`config.mk`:
```
export PLATFORM = sky130hd
export DESIGN_NAME = key_schedule
export DESIGN_NICKNAME = d
export VERILOG_FILES = /design/src/rtl/key_schedule_pkg.sv /design/src/rtl/gamma.sv /design/src/rtl/key_extract.sv /design/src/rtl/theta.sv /design/src/rtl/key_schedule.sv
export SDC_FILE = /design/constraint.sdc
export NUM_CORES = 2
export LEC_CHECK = 0
export BUFFER_PORTS_ARGS = -buffer_cell sky130_fd_sc_hd__buf_2
export CORE_MARGIN = 4
export CORE_UTILIZATION = 55
export CTS_CLUSTER_SIZE = 8
export DETAILED_ROUTE_END_ITERATION = 7
export PLACE_DENSITY = 0.72
export SKIP_CTS_REPAIR_TIMING = 1
export SLEW_MARGIN = 15
export SYNTH_ARGS = -nofsm -noshare
export SYNTH_HDL_FRONTEND = slang
export SYNTH_HIERARCHICAL = 1
export SYNTH_SLANG_ARGS = --single-unit
```
`constraint.sdc`:
```
create_clock -name clk -period 20.8 [get_ports clk]
set_input_delay 4.16 -clock clk [delete_from_list [all_inputs] [get_ports clk]]
set_output_delay 4.16 -clock clk [all_outputs]
set_load 0.01 [all_outputs]
```
`src/rtl/key_schedule_pkg.sv`:
```
// Shared definitions for the Anubis-128 key schedule: FSM states, S-box,
// GF(2^8) arithmetic, round constants and diffusion coefficients.
package key_schedule_pkg;

    typedef enum logic [2:0] {
        IDLE,
        LOAD,
        GAMMA,
        THETA,
        SIGMA,
        STORE,
        SERVE
    } state_t;

    localparam int NUM_ROUNDS = 12;
    localparam int NUM_KEYS   = NUM_ROUNDS + 1;

    // 4-bit mini-boxes (entry 0 in the low nibble) from which the 8-bit S-box is built
    localparam logic [63:0] E_BOX    = 64'h052A_478E_3F6D_C9B1;
    localparam logic [63:0] EINV_BOX = 64'h6843_1C29_A5EB_7D0F;
    localparam logic [63:0] R_BOX    = 64'h0152_A836_F94E_DBC7;

    // Hadamard row had(01,02,04,06): theta coefficient for (k,j) is THETA_ROW[k^j]
    localparam logic [3:0][7:0] THETA_ROW = {8'h06, 8'h04, 8'h02, 8'h01};

    // Vandermonde rows: OMEGA_COEF[i][k] = x_k^i with x = {01,02,06,08}
    localparam logic [3:0][3:0][7:0] OMEGA_COEF = {
        {8'h3A, 8'h78, 8'h08, 8'h01},
        {8'h40, 8'h14, 8'h04, 8'h01},
        {8'h08, 8'h06, 8'h02, 8'h01},
        {8'h01, 8'h01, 8'h01, 8'h01}
    };

    function automatic logic [7:0] sbox(input logic [7:0] x);
        logic [3:0] a, b, t;
        a = E_BOX[{x[7:4], 2'b00} +: 4];
        b = EINV_BOX[{x[3:0], 2'b00} +: 4];
        t = R_BOX[{a ^ b, 2'b00} +: 4];
        return {E_BOX[{a ^ t, 2'b00} +: 4], EINV_BOX[{b ^ t, 2'b00} +: 4]};
    endfunction

    function automatic logic [7:0] gf_mul(input logic [7:0] a, input logic [7:0] b);
        logic [7:0] p, x;
        p = 8'h00;
        x = a;
        for (int i = 0; i < 8; i++) begin
            if (b[i])
                p = p ^ x;
            x = x[7] ? ((x << 1) ^ 8'h1D) : (x << 1);
        end
        return p;
    endfunction

    function automatic logic [7:0] get_byte(input logic [127:0] m, input int i, input int j);
        return m[127-8*(4*i+j) -: 8];
    endfunction

    // Column j rotated down by j rows
    function automatic logic [127:0] pi_perm(input logic [127:0] a);
        logic [127:0] b;
        b = '0;
        for (int i = 0; i < 4; i++)
            for (int j = 0; j < 4; j++)
                b[127-8*(4*i+j) -: 8] = get_byte(a, (i - j + 4) % 4, j);
        return b;
    endfunction

    function automatic logic [NUM_ROUNDS-1:0][31:0] build_round_consts();
        logic [NUM_ROUNDS-1:0][31:0] rc;
        rc = '0;
        for (int r = 0; r < NUM_ROUNDS; r++)
            for (int j = 0; j < 4; j++)
                rc[r][31-8*j -: 8] = sbox(8'(4*r + j));
        return rc;
    endfunction

    // ROUND_CONST[r] is row 0 of c^(r+1)
    localparam logic [NUM_ROUNDS-1:0][31:0] ROUND_CONST = build_round_consts();

endpackage

```
`src/rtl/gamma.sv`:
```
// Byte-wise S-box substitution over a 128-bit state; purely combinational.
module gamma
    import key_schedule_pkg::*;
(
    input  logic [127:0] din,
    output logic [127:0] dout
);

    for (genvar n = 0; n < 16; n++) begin : g_byte
        assign dout[8*n +: 8] = sbox(din[8*n +: 8]);
    end

endmodule

```
`src/rtl/key_extract.sv`:
```
// Round-key extraction omega(gamma(K)): S-box layer then Vandermonde multiply.
module key_extract
    import key_schedule_pkg::*;
(
    input  logic [127:0] din,
    output logic [127:0] dout
);

    logic [127:0] sub;
    logic [7:0]   acc;

    gamma u_gamma (
        .din  (din),
        .dout (sub)
    );

    always_comb begin
        dout = '0;
        acc  = '0;
        for (int i = 0; i < 4; i++) begin
            for (int j = 0; j < 4; j++) begin
                acc = '0;
                for (int k = 0; k < 4; k++)
                    acc = acc ^ gf_mul(OMEGA_COEF[2'(i)][2'(k)], get_byte(sub, k, j));
                dout[127-8*(4*i+j) -: 8] = acc;
            end
        end
    end

endmodule

```
`src/rtl/theta.sv`:
```
// Column mixing by the Hadamard matrix had(01,02,04,06); output is registered,
// giving one cycle of latency.
module theta
    import key_schedule_pkg::*;
(
    input  logic         clk,
    input  logic [127:0] din,
    output logic [127:0] dout
);

    logic [127:0] mix;
    logic [7:0]   acc;

    always_comb begin
        mix = '0;
        acc = '0;
        for (int i = 0; i < 4; i++) begin
            for (int j = 0; j < 4; j++) begin
                acc = '0;
                for (int k = 0; k < 4; k++)
                    acc = acc ^ gf_mul(get_byte(din, i, k), THETA_ROW[2'(k ^ j)]);
                mix[127-8*(4*i+j) -: 8] = acc;
            end
        end
    end

    always_ff @(posedge clk)
        dout <= mix;

endmodule

```
`src/rtl/key_schedule.sv`:
```
// Anubis-128 key schedule: expands the cipher key into 13 round keys, then
// serves them one at a time under consumer handshake.
module key_schedule
    import key_schedule_pkg::*;
(
    input  logic         clk,
    input  logic         reset,
    input  logic         start,
    input  logic [127:0] cipher_key,
    input  logic         key_next,
    output logic [127:0] round_key,
    output logic [3:0]   key_index,
    output logic         key_valid,
    output logic         busy,
    output logic         done
);

    state_t       state;
    logic [127:0] k_reg;
    logic [127:0] pg_reg;
    logic [3:0]   r;
    logic [127:0] key_buf [NUM_KEYS];
    logic [127:0] gamma_out;
    logic [127:0] theta_out;
    logic [127:0] extract_out;

    gamma u_gamma (
        .din  (k_reg),
        .dout (gamma_out)
    );

    theta u_theta (
        .clk  (clk),
        .din  (pg_reg),
        .dout (theta_out)
    );

    key_extract u_extract (
        .din  (k_reg),
        .dout (extract_out)
    );

    // The cipher key is captured on the accepting edge so LOAD extracts from a stable K
    always_ff @(posedge clk) begin
        if (reset) begin
            state     <= IDLE;
            r         <= '0;
            key_index <= '0;
            key_valid <= 1'b0;
            busy      <= 1'b0;
            done      <= 1'b0;
        end else begin
            done <= 1'b0;
            case (state)
                IDLE: begin
                    if (start) begin
                        k_reg <= cipher_key;
                        r     <= '0;
                        busy  <= 1'b1;
                        state <= LOAD;
                    end
                end
                LOAD: begin
                    key_buf[0] <= extract_out;
                    state      <= GAMMA;
                end
                GAMMA: begin
                    pg_reg <= pi_perm(gamma_out);
                    state  <= THETA;
                end
                THETA: begin
                    state <= SIGMA;
                end
                SIGMA: begin
                    k_reg <= theta_out ^ {ROUND_CONST[r], 96'b0};
                    r     <= r + 4'd1;
                    state <= STORE;
                end
                STORE: begin
                    key_buf[r] <= extract_out;
                    if (r < 4'(NUM_ROUNDS)) begin
                        state <= GAMMA;
                    end else begin
                        busy      <= 1'b0;
                        key_valid <= 1'b1;
                        key_index <= '0;
                        state     <= SERVE;
                    end
                end
                SERVE: begin
                    if (key_next) begin
                        if (key_index == 4'(NUM_ROUNDS)) begin
                            key_valid <= 1'b0;
                            key_index <= '0;
                            done      <= 1'b1;
                            state     <= IDLE;
                        end else begin
                            key_index <= key_index + 4'd1;
                        end
                    end
                end
                default: state <= IDLE;
            endcase
        end
    end

    assign round_key = key_valid ? key_buf[key_index] : '0;

endmodule

```
==> impl_metrics.csv <==
group,metric,value,unit
run_status,outcome,"finished, final reports clean",
place,hpwl,126,mm
synthesis,synth.cell_area,101000,sq um
synthesis,synth_cells,6248,
worst_hold_path,worstHoldStart,"pg_reg[116]",
sta,rsz0062_at_grt,"no",
sta,period_minus_slack,10.00,ns
sta,skew,0.113,ns
grt,grt_overflow_total,0,
sta,maxSlewViolCount,0,
worst_setup_path,endpoint,"round_key[116]",
sta,worstMarginPinSlew,1.25,ns
worst_hold_path,hold_path.class,"register to register",
route,post_route_ant_nets,0,
route,vias_post_dr,55200,
worst_setup_path,cp_max_fo,169,
die,std_cell_core_area,181000,sq um
worst_setup_path,rrSetupSlack,15.29,ns
final_layout,final_area,112000,sq um
place,detailed_place.area,104000,sq um
clocking,clkLatencyLatePin,0.96,ns
route,drt_pre_antenna_iters,6,
synthesis,synthesis_warnings,6,
sta,final.setup.worst_slack,10.80,ns
place,placed_cells,8655,
route,wl_per_cell,24.9,um
die,die_width,436,um
worst_hold_path,min_delay_path_depth,1,
worst_setup_path,path_cells,"buf_4, buf_12, buf_4, mux4_2, mux4_2, and2_1, buf_2",
route,via_per_inst,6.10,
clocking,cts_sinks,2098,
clocking,tritoncts.num_buffers,314,
power_and_ir_drop,ir_drop,95.5,uV
grt,global_route_usage_sum,0.236,
grt,antenna_found_initial,12,
synthesis,post_synth.cell_area_avg,16.1,sq um
grt,grt_first_pass_wirelength,342,mm
worst_setup_path,timing.rr.start,"k_reg[112]",
sta,hold_slack,0.469,ns
worst_setup_path,depth_of_the_most_critical_reg_to_reg_path,16,
final_layout,nNetsFinal,6945,
final_layout,areaGrowthSynthToFinish,11.6,%
die,num_rows,156,
clocking,worst_setup_hold_path_clk_slew,0.05,ns
clocking,ctsLongestPathBuffers,4,
sta,max_freq,100,MHz
worst_setup_path,buf_inv_on_cp,4,
clocking,root_buffer,"sky130_fd_sc_hd__clkbuf_16",
sta,finalSetupTns,0,ns
place,place_ws,11.69,ns
sta,hold_viol_final,0,
final_layout,nFillCells,12900,
sta,layout_worst_path_cycle_share,0.481,
die,starting_density_of_the_core,0.554,
worst_setup_path,cp-end-kind,"output pin",
worst_setup_path,crit_path_top_delay_cell,"sky130_fd_sc_hd__buf_4",
worst_setup_path,cp.depth,7,
worst_setup_path,regToRegEndpoint,"key_buf[5][113]",
grt,number_of_global_route_vias_before_repair,56600,
final_layout,flip_flop_count_of_the_largest_register_after_layout,1664,
power_and_ir_drop,cellPowerDensity,119,nW/um^2
power_and_ir_drop,total_leakage_power,38.7,nW
route,drc,0,
die,die_area,190000,sq um
die,floorplan.io_pins,267,
place,place_congestion,0.838,
worst_setup_path,worst-setup-path-type,"register to output pin",
worst_setup_path,critPathArrivalTime,5.84,ns
route,dr.first_iter.drc_count,5006,
place,port_buffers,266,
worst_setup_path,critPathRequiredTime,16.64,ns
worst_setup_path,path_delay_family,"buffers and inverters",
route,postRouteWirelength,225,mm
job,drv_cap,0,
sta,setup_viol_count_final,0,
final_layout,final_util,0.619,
worst_setup_path,slowest_delay,0.91,ns
worst_setup_path,cp-start-kind,"register",
final_layout,final_cells,9045,
final_layout,post_route_cells_drive_above_1_share,0.226,
final_layout,largest-register,"key_buf",
sta,relSlewSlack,0.161,
clocking,cts_tree,"built",
power_and_ir_drop,total_power,13.3,mW
clocking,htreeDepth,5,
die,die_h,436,um
grt,grt_max_degree,170,
power by group:
group          switching (mW)  internal (mW)
clock network            1.67           2.74
logic                    2.06           1.01
registers              0.0774           5.79
total                    3.80           9.54
layout make-up:
cell class              instances  area, sq um  area share
clock buffers                 375         8250      0.0735
clock inverters                10          121     0.00108
diodes                          5         12.5    0.000112
multi-input cells            3647        36900       0.329
repair buffers                318         1850      0.0165
inverters                     222          833     0.00743
well taps                    2370         2970      0.0264
flip-flops and latches       2098        61200       0.546
worst min path at each step:
stage,slack [ns],end
2_1_floorplan,0.45,u_theta/dout[101]
3_3_place_gp,0.48,u_theta/dout[85]
3_5_place_dp,0.48,u_theta/dout[53]
4_1_cts,0.47,u_theta/dout[126]
5_1_grt,0.49,u_theta/dout[125]
6_report,0.47,u_theta/dout[125]
metal layers:
layer	part of all wire	GRT usage	vias to the layer above
met5	0.000058	0	-
met4	0.033	0.0829	2
met3	0.060	0.0337	412
met2	0.50	0.399	1903
met1	0.40	0.314	28100
li1	-	-	24800
worst reg2reg max path, stage by stage, from the launching register on:
cell                       delay [ns]
sky130_fd_sc_hd__edfxtp_1        0.45
sky130_fd_sc_hd__inv_1           0.11
sky130_fd_sc_hd__ha_1            0.25
sky130_fd_sc_hd__and3b_1         0.19
sky130_fd_sc_hd__a211oi_1        0.56
sky130_fd_sc_hd__xor2_1          0.54
sky130_fd_sc_hd__inv_1           0.09
sky130_fd_sc_hd__ha_1            0.24
sky130_fd_sc_hd__or2_2           0.28
sky130_fd_sc_hd__mux2i_1         0.13
sky130_fd_sc_hd__mux2i_1         0.13
sky130_fd_sc_hd__xnor2_1         0.31
sky130_fd_sc_hd__inv_1           0.11
sky130_fd_sc_hd__ha_1            0.30
sky130_fd_sc_hd__nor3_1          0.06
sky130_fd_sc_hd__a221oi_1        0.44
sky130_fd_sc_hd__xor2_1          0.95
layout by cell type (no fill, tap or decap), drive strengths merged, types with 178 or more instances in the layout:
cell type  instances
inv              225
edfxtp          1920
xnor2            277
ha               212
buf              318
dfxtp            178
a21oi            182
clkbuf           375
nor2             257
mux4             537
and2             179
nand2            178
xor2             286
Power figures use the tool's default switching activity.
